$ cat src/rtl/sifive_insight_tl_echo_pkg.sv
// rtl/sifive_insight_tl_echo_pkg.sv - shared TL D-channel types and beat-count helper for the prot echo return path
//
// Purpose: opcode enum, prot echo field layout, and the D-response beat count
//          helper used by sifive_insight_instruction_tl_d_prot_echo_return.
// Ports:   none (package).

package sifive_insight_tl_echo_pkg;

  typedef enum logic [2:0] {
    ACCESS_ACK      = 3'd0,
    ACCESS_ACK_DATA = 3'd1
  } tl_d_opcode_e;

  typedef struct packed {
    logic fetch;
    logic secure;
    logic privileged;
    logic writealloc;
    logic readalloc;
    logic modifiable;
    logic bufferable;
  } prot_echo_t;

  localparam int PROT_ECHO_W = $bits(prot_echo_t);

  // Data responses span 2**size bytes spread over beat_bytes-wide beats,
  // at least one beat; every other opcode is a single beat.
  function automatic int tl_num_beats(input logic [2:0] opcode, input int size,
                                      input int beat_bytes);
    int n;
    n = 1;
    if (opcode == ACCESS_ACK_DATA) begin
      n = (1 << size) / beat_bytes;
      if (n < 1) n = 1;
    end
    return n;
  endfunction

endpackage

$ cat src/rtl/sifive_insight_tl_skid_slice.sv
// rtl/sifive_insight_tl_skid_slice.sv - two-entry register slice, one-cycle latency, full throughput
//
// Purpose: registered output stage plus one skid entry so the upstream ready
//          depends only on local state.
// Ports:
//   clock, reset          rising-edge clock, synchronous active-high reset
//   s_tvalid/s_tready     upstream handshake, s_tdata payload in
//   m_tvalid/m_tready     downstream handshake, m_tdata payload out (0 after reset)

module sifive_insight_tl_skid_slice #(
  parameter int W = 8
) (
  input  logic         clock,
  input  logic         reset,
  input  logic         s_tvalid,
  output logic         s_tready,
  input  logic [W-1:0] s_tdata,
  output logic         m_tvalid,
  input  logic         m_tready,
  output logic [W-1:0] m_tdata
);

  logic         skid_valid_q;
  logic [W-1:0] skid_data_q;
  logic         s_fire;

  // The skid only fills while the output is stalled, so "skid occupied"
  // is exactly "both entries full".
  assign s_tready = ~skid_valid_q;
  assign s_fire   = s_tvalid & s_tready;

  always_ff @(posedge clock) begin
    if (reset) begin
      m_tvalid     <= 1'b0;
      m_tdata      <= '0;
      skid_valid_q <= 1'b0;
      skid_data_q  <= '0;
    end else if (~m_tvalid | m_tready) begin
      if (skid_valid_q) begin
        m_tvalid     <= 1'b1;
        m_tdata      <= skid_data_q;
        skid_valid_q <= 1'b0;
      end else begin
        m_tvalid <= s_fire;
        if (s_fire) m_tdata <= s_tdata;
      end
    end else if (s_fire) begin
      skid_valid_q <= 1'b1;
      skid_data_q  <= s_tdata;
    end
  end

endmodule

$ cat src/rtl/sifive_insight_instruction_tl_d_prot_echo_return.sv
// rtl/sifive_insight_instruction_tl_d_prot_echo_return.sv - per-source prot echo capture on A, return on D
//
// Purpose: records a_prot per source on each A fire, blocks A for sources still
//          in flight, and returns the recorded prot with every D beat through a
//          two-entry register slice. The slot frees after the last D beat.
// Optional: SIFIVE_INSIGHT_PROT_ECHO_PARITY_EN adds an even-parity bit per table
//           entry and the sticky parity_err output.
// Ports:
//   clock, reset                   rising-edge clock, synchronous active-high reset
//   a_valid_in/a_ready_in          upstream A handshake; a_source, a_prot
//   a_valid_out/a_ready_out        downstream A handshake (combinational pass)
//   d_valid_in/d_ready_in          downstream D handshake; d_opcode, d_size, d_source_in
//   d_valid_out/d_ready_out        upstream D handshake; d_source_out, d_prot, d_last
//   orphan_err                     sticky: D beat arrived for a source not in flight
//   parity_err                     sticky table parity error (parity build only)

module sifive_insight_instruction_tl_d_prot_echo_return
  import sifive_insight_tl_echo_pkg::*;
#(
  parameter int SOURCE_W   = 2,
  parameter int PROT_W     = PROT_ECHO_W,
  parameter int SIZE_W     = 3,
  parameter int BEAT_BYTES = 8
) (
  input  logic                clock,
  input  logic                reset,
  input  logic                a_valid_in,
  output logic                a_ready_in,
  input  logic [SOURCE_W-1:0] a_source,
  input  logic [PROT_W-1:0]   a_prot,
  output logic                a_valid_out,
  input  logic                a_ready_out,
  input  logic                d_valid_in,
  output logic                d_ready_in,
  input  logic [2:0]          d_opcode,
  input  logic [SIZE_W-1:0]   d_size,
  input  logic [SOURCE_W-1:0] d_source_in,
  output logic                d_valid_out,
  input  logic                d_ready_out,
  output logic [SOURCE_W-1:0] d_source_out,
  output logic [PROT_W-1:0]   d_prot,
  output logic                d_last,
  output logic                orphan_err
`ifdef SIFIVE_INSIGHT_PROT_ECHO_PARITY_EN
  ,
  output logic                parity_err
`endif
);

  localparam int DEPTH = 2 ** SOURCE_W;
  // Largest response is 2**(2**SIZE_W - 1) bytes, so 2**SIZE_W bits always hold beats-1.
  localparam int CNT_W = 2 ** SIZE_W;
  localparam int PAY_W = SOURCE_W + PROT_W + 1;

  logic [DEPTH-1:0]  inflight_q;
  logic [DEPTH-1:0]  inflight_d;
  logic [PROT_W-1:0] table_q [DEPTH];
  logic [CNT_W-1:0]  beat_cnt_q;
  logic [CNT_W-1:0]  beats_m1;
  logic              a_blocked;
  logic              a_fire;
  logic              d_fire;
  logic              d_is_last;
  logic [PAY_W-1:0]  d_payload;
  logic [PAY_W-1:0]  d_slice_out;

  assign a_blocked   = inflight_q[a_source];
  assign a_valid_out = a_valid_in & ~a_blocked;
  assign a_ready_in  = a_ready_out & ~a_blocked;
  assign a_fire      = a_valid_in & a_ready_out & ~a_blocked;

  assign d_fire    = d_valid_in & d_ready_in;
  assign beats_m1  = CNT_W'(tl_num_beats(d_opcode, int'(d_size), BEAT_BYTES) - 1);
  assign d_is_last = (beat_cnt_q == beats_m1);

  // Release before capture: a same-cycle A fire on another source is kept,
  // and a stray orphan last beat can never cancel a fresh A capture.
  always_comb begin
    inflight_d = inflight_q;
    if (d_fire && d_is_last) inflight_d[d_source_in] = 1'b0;
    if (a_fire) inflight_d[a_source] = 1'b1;
  end

  always_ff @(posedge clock) begin
    if (reset) begin
      inflight_q <= '0;
      beat_cnt_q <= '0;
      orphan_err <= 1'b0;
    end else begin
      inflight_q <= inflight_d;
      if (d_fire) begin
        beat_cnt_q <= d_is_last ? '0 : beat_cnt_q + 1'b1;
        if (!inflight_q[d_source_in]) orphan_err <= 1'b1;
      end
    end
  end

  // Table contents are meaningless outside the in-flight window, so no reset.
  always_ff @(posedge clock) begin
    if (a_fire) table_q[a_source] <= a_prot;
  end

`ifdef SIFIVE_INSIGHT_PROT_ECHO_PARITY_EN
  logic par_q [DEPTH];

  always_ff @(posedge clock) begin
    if (a_fire) par_q[a_source] <= ^a_prot;
  end

  always_ff @(posedge clock) begin
    if (reset) begin
      parity_err <= 1'b0;
    end else if (d_fire && ((^table_q[d_source_in]) != par_q[d_source_in])) begin
      parity_err <= 1'b1;
    end
  end
`endif

  assign d_payload = {d_source_in, table_q[d_source_in], d_is_last};

  sifive_insight_tl_skid_slice #(
    .W(PAY_W)
  ) u_d_slice (
    .clock   (clock),
    .reset   (reset),
    .s_tvalid(d_valid_in),
    .s_tready(d_ready_in),
    .s_tdata (d_payload),
    .m_tvalid(d_valid_out),
    .m_tready(d_ready_out),
    .m_tdata (d_slice_out)
  );

  assign {d_source_out, d_prot, d_last} = d_slice_out;

endmodule

$ cat config.mk
export PLATFORM = sky130hd
export DESIGN_NAME = sifive_insight_instruction_tl_d_prot_echo_return
export DESIGN_NICKNAME = d
export VERILOG_FILES = /design/src/rtl/sifive_insight_tl_echo_pkg.sv /design/src/rtl/sifive_insight_tl_skid_slice.sv /design/src/rtl/sifive_insight_instruction_tl_d_prot_echo_return.sv
export SDC_FILE = /design/constraint.sdc
export NUM_CORES = 1
export LEC_CHECK = 0
export BUFFER_PORTS_ARGS = -buffer_cell sky130_fd_sc_hd__buf_2
export CELL_PAD_IN_SITES_DETAIL_PLACEMENT = 2
export CELL_PAD_IN_SITES_GLOBAL_PLACEMENT = 2
export CORE_MARGIN = 2
export CORE_UTILIZATION = 37
export CTS_BUF_LIST = sky130_fd_sc_hd__clkbuf_16
export DETAILED_ROUTE_END_ITERATION = 12
export GPL_TIMING_DRIVEN = 0
export PLACE_DENSITY_LB_ADDON = 0.1
export SLEW_MARGIN = 20
export SYNTH_ARGS = -nofsm -noshare
export SYNTH_HDL_FRONTEND = slang
export SYNTH_SLANG_ARGS = --single-unit
$ cat constraint.sdc
create_clock -name clock -period 3.7 [get_ports clock]
set_clock_uncertainty 0.2 [all_clocks]
set_input_delay 0.74 -clock clock [delete_from_list [all_inputs] [get_ports clock]]
set_output_delay 0.74 -clock clock [all_outputs]
set_load 0.01 [all_outputs]
==> flow_summary.yaml <==
worst_setup_path:
  worstSetupStartpointType: "input pin"
  path_class: "in2reg"
  crit_buf_inv: 2
  cp.required_ns: 3.67
  cp-end-kind: "register"
  max_stage_delay_ns: 0.37
  cp_max_fo: 8
  reg2reg_depth: 5
  cp.depth: 10
  cp_top_family: "compound AO/OA/AOI/OAI gates"
  reg2reg_slack_ns: 1.52
  r2r_end: "inflight_q[1]"
  reg2reg_from: "inflight_q[3]"
  crit_chain: "buf_2, nand4bb_4, clkinv_1, nand2_1, ha_1, xnor2_1, or3_1, a2111oi_0, o211a_2, a41oi_1"
  arrival_ns: 2.92
  crit_slowest_cell: "o211a_2"
global_routing:
  grt_max_degree: 13
  grt_pass1_wl_um: 11900
  grt.total_usage: 0.192
  grt_pass1_vias: 2219
  antenna_found_initial: 0
  overflow: 0
yosys:
  synth_most_common_cell: "nand2_1"
  syn_area_um2: 2740
  ys_seq_elements: 63
  synth.distinct_cells: 45
  synthTopCellsByCount: "nand2_1 (41), dfxtp_1 (35), edfxtp_1 (28), nor2_1 (26), a21oi_1 (13)"
  syn_inst: 237
  yosysTopAreaCellShare: 0.306
  synth_area_leaders: "edfxtp_1 (31%), dfxtp_1 (26%), mux4_2 (7.4%), nand2_1 (5.6%), nor2_1 (3.6%)"
  synth-edff-count: 28
  ys.flop_type: "dfxtp_1"
  syn_nets: 262
  yosysSeqAreaShare: 0.562
  yosys.area.top_type: "edfxtp_1"
  synth.avg_cell_area_um2: 11.6
  yosysWarnings: 0
  async_flop_share: 0
timing:
  worst_slew_pin_slew_ns: 0.789
  period_share: 0.797
  fmax_ghz: 0.339
  whs_ns: 0.259
  timing.setup.tns_ns: 0
  rsz0062_at_grt: "no"
  slew_headroom: 0.472
  finalHoldViolCount: 0
  finalMaxSlewViolations: 0
  setup_viol: 0
  min_period_ns: 2.95
placement:
  dpl.hpwl_um: 4920
  port_buffers: 35
  gp_congestion: 0.752
floorplan:
  die_height_um: 90.1
  core_area_um2: 7210
  die_area_um2: 8120
  io_pins: 38
  initial_utilization: 0.380
  std_cell_rows: 31
  dieWidth_um: 90.1
outcome:
  outcome: "completed"
drt:
  postRouteAntennaNets: 0
  viasPerCell: 5.24
  drt_iter0_markers: 66
  dr.pass1.iters: 4
  wl_per_cell_um: 18.2
  wirelength_um: 7050
  drc: 0
  num_vias: 2026
flow_run:
  timing.max_cap.violations: 0
clocking:
  clock_latency_ns: 0.33
  cts_made_buffers: 9
  ctsLongestPathBuffers: 2
  tritoncts: "built"
  postCtsSetupRepairBufs: 0
  clk_pin_slew_ns: 0.06
  clkSinkCount: 63
  ctsHtreeMaxLevel: 3
  cts-resized-gates: 0
  cts-hold-fix-buffers: 0
  cts_root_buf: "clkbuf_16"
layout:
  drive_gt1_frac: 0.250
  regArea_um2: 1540
  synthToLayoutAreaGrowth_pct: 21.8
  multiInputGateArea_um2: 1120
  nFillCells: 759
  final_nets: 308
  n_antenna_cell: 0
pwr:
  p_leak_nw: 1.22
  ir_drop_uv: 286
  power.density_nw_per_um2: 523
hold_path:
  min_path_cells: 2
  hp-start: "u_d_slice.skid_data_q[0]"
  min_path_type: "reg2reg"
  min_to: "u_d_slice.skid_data_q[0]"
## sequential cells by signal, summed over array words and instances, names as in the netlist
| register | count |
|---|---|
| beat_cnt_q | 8 |
| inflight_q | 4 |
| orphan_err | 1 |
| table_q | 28 |
| u_d_slice.m_tdata | 10 |
| u_d_slice.m_tvalid | 1 |
| u_d_slice.skid_data_q | 10 |
| u_d_slice.skid_valid_q | 1 |
## cells in the final DEF, fill, tap and decap left out, types with 3 or more instances in the layout
| cell | count |
|---|---|
| mux4_2 | 9 |
| nor2_1 | 26 |
| a21oi_1 | 13 |
| o21ai_0 | 3 |
| nand4_1 | 3 |
| nand2_1 | 41 |
| a211oi_1 | 5 |
| edfxtp_1 | 28 |
| clkbuf_1 | 4 |
| a311oi_1 | 8 |
| xnor2_1 | 3 |
| clkinv_1 | 3 |
| buf_2 | 37 |
| nor3_1 | 6 |
| xor2_1 | 5 |
| clkbuf_16 | 9 |
| nand3b_1 | 3 |
| nor2b_1 | 3 |
| clkbuf_8 | 3 |
| dfxtp_1 | 35 |
## cell type report
type	count	area share
clock inverters	7	0.0217
plain buffers	10	0.0221
repair buffers	35	0.0524
clock buffers	9	0.0674
inverters	3	0.00337
well taps	99	0.0371
multi-input cells	161	0.334
flip-flops and latches	63	0.461
## where the power goes
part	switching, mW	internal, mW
logic	0.0843	0.0598
clock network	0.319	0.522
registers	0.0125	0.751
total	0.416	1.33
## how the worst max path moves through the flow
| stage | startpoint | to | slack, ns |
|---|---|---|---|
| global placement | d_opcode[2] | inflight_q[3] | 0.47 |
| CTS | d_opcode[2] | inflight_q[3] | 0.71 |
| detailed placement | d_opcode[2] | inflight_q[3] | 0.37 |
| floorplan | d_opcode[2] | inflight_q[3] | 0.81 |
| global route | d_opcode[2] | inflight_q[3] | 0.49 |
| finish | d_opcode[2] | inflight_q[3] | 0.75 |
## per-layer routing
metal	track usage	part of all wire
met1	0.246	0.47
met3	0.0402	0.035
met5	0	0
met2	0.320	0.48
met4	0.0731	0.013
## kinds of logic after synthesis
group	Yosys count	synth area share
compound gates	42	0.114
xor+xnor	8	0.0255
fa+ha+maj	2	0.00912
buf+inv	13	0.0310
flops	63	0.562
mux	11	0.0812
simple gates	98	0.177
## worst register-to-register path, delay by kind of cell (launching register included)
| kind | cells | cell delay [ns] |
|---|---|---|
| simple gates | 3 | 0.80 |
| flops | 1 | 0.32 |
| mux | 1 | 0.51 |
| compound gates | 1 | 0.25 |
## stage by stage
step	area, um^2	power [mW]	setup slack [ns]	utilization	cells
floorplan	2740	0.863	0.809	-	237
global placement	3040	0.918	0.472	0.422	371
detailed placement	3040	0.923	0.369	0.422	371
CTS	3340	1.76	0.710	0.463	387
global route	3340	1.81	0.485	0.463	387
finish	3340	1.75	0.750	0.463	387
No activity file was read; power rests on OpenSTA's default activity.
